--- src/rtl/pong_pkg.sv ---
// Shared constants for the pong game controller: FSM encodings, field widths
// and a saturating score helper.
package pong_pkg;

  localparam int STATE_W     = 3;
  localparam int SCORE_W     = 4;
  localparam int SPEED_W     = 2;
  localparam int SERVE_CNT_W = 8;
  localparam int DEB_CNT_W   = 4;

  localparam logic [STATE_W-1:0] ST_IDLE     = 3'd0;
  localparam logic [STATE_W-1:0] ST_SERVE    = 3'd1;
  localparam logic [STATE_W-1:0] ST_PLAY     = 3'd2;
  localparam logic [STATE_W-1:0] ST_POINT    = 3'd3;
  localparam logic [STATE_W-1:0] ST_GAMEOVER = 3'd4;

  // Increment a score but never step past the winning value.
  function automatic logic [SCORE_W-1:0] sat_inc(
    input logic [SCORE_W-1:0] val,
    input logic [SCORE_W-1:0] limit
  );
    if (val >= limit) return limit;
    return val + 4'd1;
  endfunction

endpackage

--- src/rtl/frame_debounce.sv ---
// Two-flop synchroniser followed by a debouncer that only looks at the input
// on frame_tick and accepts a new level after DEBOUNCE_FRAMES equal samples.
module frame_debounce
  import pong_pkg::*;
#(
  parameter int DEBOUNCE_FRAMES = 3
) (
  input  logic clk,
  input  logic rst_n,
  input  logic frame_tick,
  input  logic raw_in,
  output logic level
);

  localparam logic [DEB_CNT_W-1:0] CNT_LAST = DEB_CNT_W'(DEBOUNCE_FRAMES - 1);

  logic                 sync1_q, sync1_d;
  logic                 sync2_q, sync2_d;
  logic                 level_q, level_d;
  logic [DEB_CNT_W-1:0] cnt_q, cnt_d;

  always_comb begin
    sync1_d = raw_in;
    sync2_d = sync1_q;
    level_d = level_q;
    cnt_d   = cnt_q;
    if (frame_tick) begin
      // cnt_q counts earlier differing samples; any agreeing sample restarts it.
      if (sync2_q != level_q) begin
        if (cnt_q == CNT_LAST) begin
          level_d = sync2_q;
          cnt_d   = '0;
        end else begin
          cnt_d = cnt_q + 4'd1;
        end
      end else begin
        cnt_d = '0;
      end
    end
  end

  always_ff @(posedge clk or negedge rst_n) begin
    if (!rst_n) begin
      sync1_q <= 1'b0;
      sync2_q <= 1'b0;
      level_q <= 1'b0;
      cnt_q   <= '0;
    end else begin
      sync1_q <= sync1_d;
      sync2_q <= sync2_d;
      level_q <= level_d;
      cnt_q   <= cnt_d;
    end
  end

  assign level = level_q;

endmodule

--- src/rtl/pong_game_ctrl.sv ---
// Pong game sequencer: serve timing, scoring, win detection and speed latch.
// Every output is a flop loaded from the next-state decode.
module pong_game_ctrl
  import pong_pkg::*;
#(
  parameter int WIN_SCORE       = 9,
  parameter int SERVE_FRAMES    = 60,
  parameter int DEBOUNCE_FRAMES = 3
) (
  input  logic               clk,
  input  logic               rst_n,
  input  logic               frame_tick,
  input  logic               miss_left,
  input  logic               miss_right,
  input  logic               score_reset,
  input  logic               speed_lsb,
  input  logic               speed_msb,
  output logic [STATE_W-1:0] state,
  output logic               ball_hold,
  output logic               ball_run,
  output logic               serve_dir,
  output logic [SCORE_W-1:0] score_l,
  output logic [SCORE_W-1:0] score_r,
  output logic [SPEED_W-1:0] speed,
  output logic               point_pulse,
  output logic               winner_valid,
  output logic               winner
);

  localparam logic [SCORE_W-1:0]     WIN_VAL   = SCORE_W'(WIN_SCORE);
  localparam logic [SERVE_CNT_W-1:0] SERVE_END = SERVE_CNT_W'(SERVE_FRAMES);

  logic btn_lvl, lsb_lvl, msb_lvl;

  frame_debounce #(.DEBOUNCE_FRAMES(DEBOUNCE_FRAMES)) u_deb_reset (
    .clk(clk), .rst_n(rst_n), .frame_tick(frame_tick),
    .raw_in(score_reset), .level(btn_lvl)
  );

  frame_debounce #(.DEBOUNCE_FRAMES(DEBOUNCE_FRAMES)) u_deb_lsb (
    .clk(clk), .rst_n(rst_n), .frame_tick(frame_tick),
    .raw_in(speed_lsb), .level(lsb_lvl)
  );

  frame_debounce #(.DEBOUNCE_FRAMES(DEBOUNCE_FRAMES)) u_deb_msb (
    .clk(clk), .rst_n(rst_n), .frame_tick(frame_tick),
    .raw_in(speed_msb), .level(msb_lvl)
  );

  logic                   btn_prev_q, btn_prev_d;
  logic [STATE_W-1:0]     state_q, state_d;
  logic [SCORE_W-1:0]     score_l_q, score_l_d;
  logic [SCORE_W-1:0]     score_r_q, score_r_d;
  logic                   serve_dir_q, serve_dir_d;
  logic [SPEED_W-1:0]     speed_q, speed_d;
  logic [SERVE_CNT_W-1:0] serve_cnt_q, serve_cnt_d;
  logic                   point_pulse_q, point_pulse_d;
  logic                   winner_valid_q, winner_valid_d;
  logic                   winner_q, winner_d;
  logic                   ball_hold_q, ball_hold_d;
  logic                   ball_run_q, ball_run_d;

  logic press;
  logic serve_entry;
  logic clear_game;

  assign press = btn_lvl & ~btn_prev_q;

  always_comb begin
    btn_prev_d    = btn_lvl;
    state_d       = state_q;
    score_l_d     = score_l_q;
    score_r_d     = score_r_q;
    serve_dir_d   = serve_dir_q;
    speed_d       = speed_q;
    serve_cnt_d   = serve_cnt_q;
    point_pulse_d = 1'b0;
    winner_d      = winner_q;
    serve_entry   = 1'b0;
    clear_game    = 1'b0;

    // A press wins over any miss in the same cycle, in every state but reset.
    case (state_q)
      ST_IDLE: begin
        if (press) clear_game = 1'b1;
      end
      ST_SERVE: begin
        if (press) begin
          clear_game = 1'b1;
        end else if (frame_tick) begin
          serve_cnt_d = serve_cnt_q + 8'd1;
          if (serve_cnt_d == SERVE_END) state_d = ST_PLAY;
        end
      end
      ST_PLAY: begin
        if (press) begin
          clear_game = 1'b1;
        end else if (miss_left && miss_right) begin
          serve_entry = 1'b1;
        end else if (miss_left) begin
          score_r_d     = sat_inc(score_r_q, WIN_VAL);
          serve_dir_d   = 1'b0;
          point_pulse_d = 1'b1;
          state_d       = ST_POINT;
        end else if (miss_right) begin
          score_l_d     = sat_inc(score_l_q, WIN_VAL);
          serve_dir_d   = 1'b1;
          point_pulse_d = 1'b1;
          state_d       = ST_POINT;
        end
      end
      ST_POINT: begin
        if (press) begin
          clear_game = 1'b1;
        end else if (score_l_q == WIN_VAL || score_r_q == WIN_VAL) begin
          winner_d = (score_r_q == WIN_VAL);
          state_d  = ST_GAMEOVER;
        end else begin
          serve_entry = 1'b1;
        end
      end
      ST_GAMEOVER: begin
        if (press) clear_game = 1'b1;
      end
      default: begin
        state_d = ST_IDLE;
      end
    endcase

    if (clear_game) begin
      score_l_d   = '0;
      score_r_d   = '0;
      serve_dir_d = 1'b1;
      serve_entry = 1'b1;
    end

    // Speed only changes here so a ball in flight keeps a constant pace.
    if (serve_entry) begin
      state_d     = ST_SERVE;
      serve_cnt_d = '0;
      speed_d     = {msb_lvl, lsb_lvl};
    end

    winner_valid_d = (state_d == ST_GAMEOVER);
    ball_run_d     = (state_d == ST_PLAY);
    ball_hold_d    = (state_d == ST_IDLE) || (state_d == ST_SERVE) ||
                     (state_d == ST_GAMEOVER);
  end

  always_ff @(posedge clk or negedge rst_n) begin
    if (!rst_n) begin
      btn_prev_q     <= 1'b0;
      state_q        <= ST_IDLE;
      score_l_q      <= '0;
      score_r_q      <= '0;
      serve_dir_q    <= 1'b1;
      speed_q        <= '0;
      serve_cnt_q    <= '0;
      point_pulse_q  <= 1'b0;
      winner_valid_q <= 1'b0;
      winner_q       <= 1'b0;
      ball_hold_q    <= 1'b1;
      ball_run_q     <= 1'b0;
    end else begin
      btn_prev_q     <= btn_prev_d;
      state_q        <= state_d;
      score_l_q      <= score_l_d;
      score_r_q      <= score_r_d;
      serve_dir_q    <= serve_dir_d;
      speed_q        <= speed_d;
      serve_cnt_q    <= serve_cnt_d;
      point_pulse_q  <= point_pulse_d;
      winner_valid_q <= winner_valid_d;
      winner_q       <= winner_d;
      ball_hold_q    <= ball_hold_d;
      ball_run_q     <= ball_run_d;
    end
  end

  assign state        = state_q;
  assign ball_hold    = ball_hold_q;
  assign ball_run     = ball_run_q;
  assign serve_dir    = serve_dir_q;
  assign score_l      = score_l_q;
  assign score_r      = score_r_q;
  assign speed        = speed_q;
  assign point_pulse  = point_pulse_q;
  assign winner_valid = winner_valid_q;
  assign winner       = winner_q;

endmodule

--- config.mk ---
export PLATFORM = sky130hd
export DESIGN_NAME = pong_game_ctrl
export DESIGN_NICKNAME = d
export VERILOG_FILES = /design/src/rtl/pong_pkg.sv /design/src/rtl/frame_debounce.sv /design/src/rtl/pong_game_ctrl.sv
export SDC_FILE = /design/constraint.sdc
export NUM_CORES = 1
export LEC_CHECK = 0
export CELL_PAD_IN_SITES_DETAIL_PLACEMENT = 1
export CELL_PAD_IN_SITES_GLOBAL_PLACEMENT = 1
export CORE_UTILIZATION = 47
export DETAILED_ROUTE_END_ITERATION = 7
export MAX_ROUTING_LAYER = met4
export PLACE_DENSITY = 0.91
export SLEW_MARGIN = 20
export SYNTH_ARGS = -nofsm -noshare
export SYNTH_HDL_FRONTEND = slang
export SYNTH_SLANG_ARGS = --single-unit
--- constraint.sdc ---
create_clock -name clk -period 5.2 [get_ports clk]
set_input_delay 0.78 -clock clk [delete_from_list [all_inputs] [get_ports clk]]
set_output_delay 0.78 -clock clk [all_outputs]
set_load 0.02 [all_outputs]
==> impl_metrics.csv <==
group,metric,value,unit
sta,finalWorstSetupSlack,2.600,ns
worst_setup_path,cp-endpoint,"serve_cnt_q[7]",
routing,num_vias,1879,
synth,synthArstFlopShare,1.000,
routing,wl,5376,µm
sta,fin_crit,2.600,ns
clock_tree,cts_setup_buffers,0,
sta,fin_skew,0.004407,ns
worst_setup_path,cp.required,5.42,ns
clock_tree,root_buffer,"clkbuf_8",
pwr,power_density,379.8,mW/mm²
synth,yosys_most_used_dff,"dfrtp_1",
routing,wl_per_cell,16.29,µm
synth,synth_cell_types,51,
worst_hold_path,hold_path_class,"reg -> reg",
worst_setup_path,slowest_stage,"clkdlybuf4s50_1",
synth,synth_fp_nets,256,
clock_tree,cts_tree,"built",
pwr,p_total,1.106,mW
run_status,run_status,"completed",
synth,ys_warn_count,0,
sta,hold_violations,0,
clock_tree,cts_buffers,5,
routing,dr.pass1.iters,5,
pwr,p_leak,1.245,nW
sta,timing.setup.tns,0,ns
routing,viasPerCell,5.694,
global_route,grt_max_degree,50,
layout,layout.nets,283,
die,core,0.004880,mm²
routing,ant_nets,0,
sta,max_freq,384.6,MHz
worst_setup_path,start_kind,"input port",
die,io_pins,27,
worst_setup_path,crit_path_start,"frame_tick",
global_route,antenna_found_initial,0,
die,dieArea,0.005532,mm²
worst_setup_path,reg2reg_setup_slack,2.83,ns
worst_setup_path,cp.depth,4,
clock_tree,clockBufferDepth,2,
layout,diodes,0,
synth,ys_ff_latch,49,
clock_tree,clk_pin_slew,0.09,ns
worst_setup_path,endpoint_kind,"register",
clock_tree,ctsHoldBuffers,0,
sta,finalMaxSlewViolations,0,
clock_tree,cts_sinks,49,
sta,worst_slew_pin_slew,0.9391,ns
die,start_util,0.5046,
routing,first_iter_violations,92,
synth,synth_area,0.002462,mm²
worst_setup_path,path_delay_family,"buffers and inverters",
synth,ys_seq_area_frac,0.4990,
placement,pre_cts_ws,2.290,ns
placement,place_area,0.002775,mm²
run,maxCapViolations,0,
worst_setup_path,r2r-start,"score_r[0]",
clock_tree,h-tree-depth,2,
global_route,grt_pass1_vias,1893,
clock_tree,clk-insertion-delay-late,0.30,ns
pwr,max-vdd-ir-drop,0.0002268,V
sta,rsz0062_at_grt,"no",
worst_setup_path,path_max_fanout,28,
global_route,grt_overflow,0,
worst_hold_path,min_path_cells,0,
layout,fin_area,0.002912,mm²
worst_setup_path,critPathMaxStageDelay,1.07,ns
clock_tree,ctsResizeCount,0,
synth,synth_cells,235,
synth,syn_avg_cell_area,10.48,µm²
worst_setup_path,ff2ff_path_depth,5,
layout,syn_to_final_growth,18.24,%
sta,slew_headroom,0.3712,
worst_setup_path,crit_type,"in -> reg",
worst_setup_path,path_cells,"clkdlybuf4s50_1, nand3_2, or4_1, a21oi_1",
worst_setup_path,r2r_end,"speed[0]",
global_route,grtUsageTotal,0.2290,
placement,port_buffers,26,
global_route,grt_pass1_wl,9225,µm
sta,setup_viol,0,
placement,gp_congestion,0.7330,
routing,drc,0,
sta,period_share,0.5000,
placement,place_hpwl,3725,µm
worst_setup_path,path_buf_inv,1,
die,fp.dieH,74.38,µm
synth,synth_edf_count,0,
worst_setup_path,cp.arrival,2.82,ns
die,rows,25,
die,die_w,74.38,µm
layout,drive_gt1_frac,0.07224,
## Yosys cell counts (2+ instances only)
cell,instances,area [µm²]
o21ai_1,2,10.01
o22ai_1,4,25.02
xnor2_1,5,43.79
nand2b_1,6,37.54
dfrtp_1,47,1176
nand2_1,15,56.30
clkbuf_1,2,7.510
nand4b_1,3,26.28
nor4_1,3,18.77
and3_1,2,12.51
nand3b_1,4,30.03
o211ai_1,4,30.03
and2_1,2,12.51
o2bb2ai_1,2,17.52
inv_1,17,63.81
mux2i_1,4,40.04
or3b_2,2,17.52
nand3_1,8,40.04
a41oi_1,2,17.52
nor2_1,17,63.81
a21oi_1,6,30.03
or4b_1,2,20.02
dfstp_2,2,52.55
o31ai_1,4,30.03
nand4_1,5,31.28
mux2_1,2,22.52
mux2_2,3,33.78
ha_1,13,162.7
nor3b_1,4,30.03
o21ai_0,15,75.07
xor2_1,5,43.79
nor2b_1,2,12.51
buf_2,3,15.01
## worst reg2reg max path, stage by stage, from the launching register on
cell and delay (ns):
dfrtp_1 0.48, ha_1 0.26, nand3b_1 0.14, o21ai_0 0.19, o211ai_1 0.81, mux2_1 0.38
## flip-flops by register name (all words and copies together), names as in the netlist, 2 cells and up
| name | flops |
|---|---|
| score_l | 4 |
| score_r | 4 |
| serve_cnt_q | 8 |
| speed | 2 |
| state | 3 |
| u_deb_lsb.cnt_q | 4 |
| u_deb_msb.cnt_q | 4 |
| u_deb_reset.cnt_q | 4 |
## cells by family after synthesis
kind of cell / after synthesis / synth area share
AND/OR/NAND/NOR: 83 / 0.1977
flip-flops: 49 / 0.4990
AO/OA/AOI/OAI: 48 / 0.1260
buffers and inverters: 23 / 0.03658
adder cells (fa/ha/maj): 13 / 0.06606
XOR/XNOR: 10 / 0.03557
multiplexers: 9 / 0.03913
## metal layers
| layer | wire length [µm] | vias up | GRT usage |
|---|---|---|---|
| li1 | - | 891 | - |
| met1 | 2521 | 964 | 0.3073 |
| met2 | 2688 | 19 | 0.3544 |
| met3 | 121 | 5 | 0.04472 |
| met4 | 45 | 0 | 0.06499 |
| met5 | 0 | - | - |
## worst min path at each step
stage                              from                  end  slack (ns)
floorplan             u_deb_lsb.sync1_q    u_deb_lsb.sync2_q        0.33
finish                u_deb_lsb.sync1_q    u_deb_lsb.sync2_q        0.36
global route          u_deb_msb.sync1_q    u_deb_msb.sync2_q        0.39
detailed placement    u_deb_lsb.sync1_q    u_deb_lsb.sync2_q        0.34
CTS                   u_deb_lsb.sync1_q    u_deb_lsb.sync2_q        0.36
global placement    u_deb_reset.sync1_q  u_deb_reset.sync2_q        0.33
## cells in the final DEF (no fill, tap or decap), drive strengths merged, types with 4 or more instances in the layout
cell           synthesis  final
dfrtp                 47     47
clkbuf                 2      5
nand2                 15     15
nand3b                 4      4
mux2i                  4      4
o21ai                 17     17
a21oi                  6      6
o211ai                 4      4
inv                   17     17
xnor2                  5      5
o31ai                  4      4
nand2b                 6      6
o22ai                  4      4
nor2                  17     17
clkdlybuf4s50          0     25
xor2                   5      5
ha                    13     13
nand3                  9      9
nand4                  5      5
mux2                   5      5
nor3b                  5      5
## final cells by class
class	instances	area [µm²]
Timing Repair Buffer	26	257.7
Clock inverter	3	65.06
Inverter	17	63.81
Clock buffer	5	68.82
Tap cell	67	83.83
Fill cell	554	1968
Multi-Input combinational cell	163	1144
Sequential cell	49	1229
## metrics by stage
stage | cells | hold WS, ns | util
global route | 330 | 0.3858 | 0.5967
CTS | 330 | 0.3618 | 0.5962
floorplan | 235 | 0.3312 | -
detailed placement | 322 | 0.3412 | 0.5687
global placement | 322 | 0.3319 | 0.5687
finish | 330 | 0.3600 | 0.5967
## power by group
group | total, mW | internal (mW) | switching [mW] | leakage (nW)
Combinational | 0.272 | 0.115 | 0.157 | 0.539
Sequential | 0.516 | 0.446 | 0.0697 | 0.638
Clock | 0.318 | 0.191 | 0.127 | 0.0681
No activity file was read; power rests on OpenSTA's default activity.
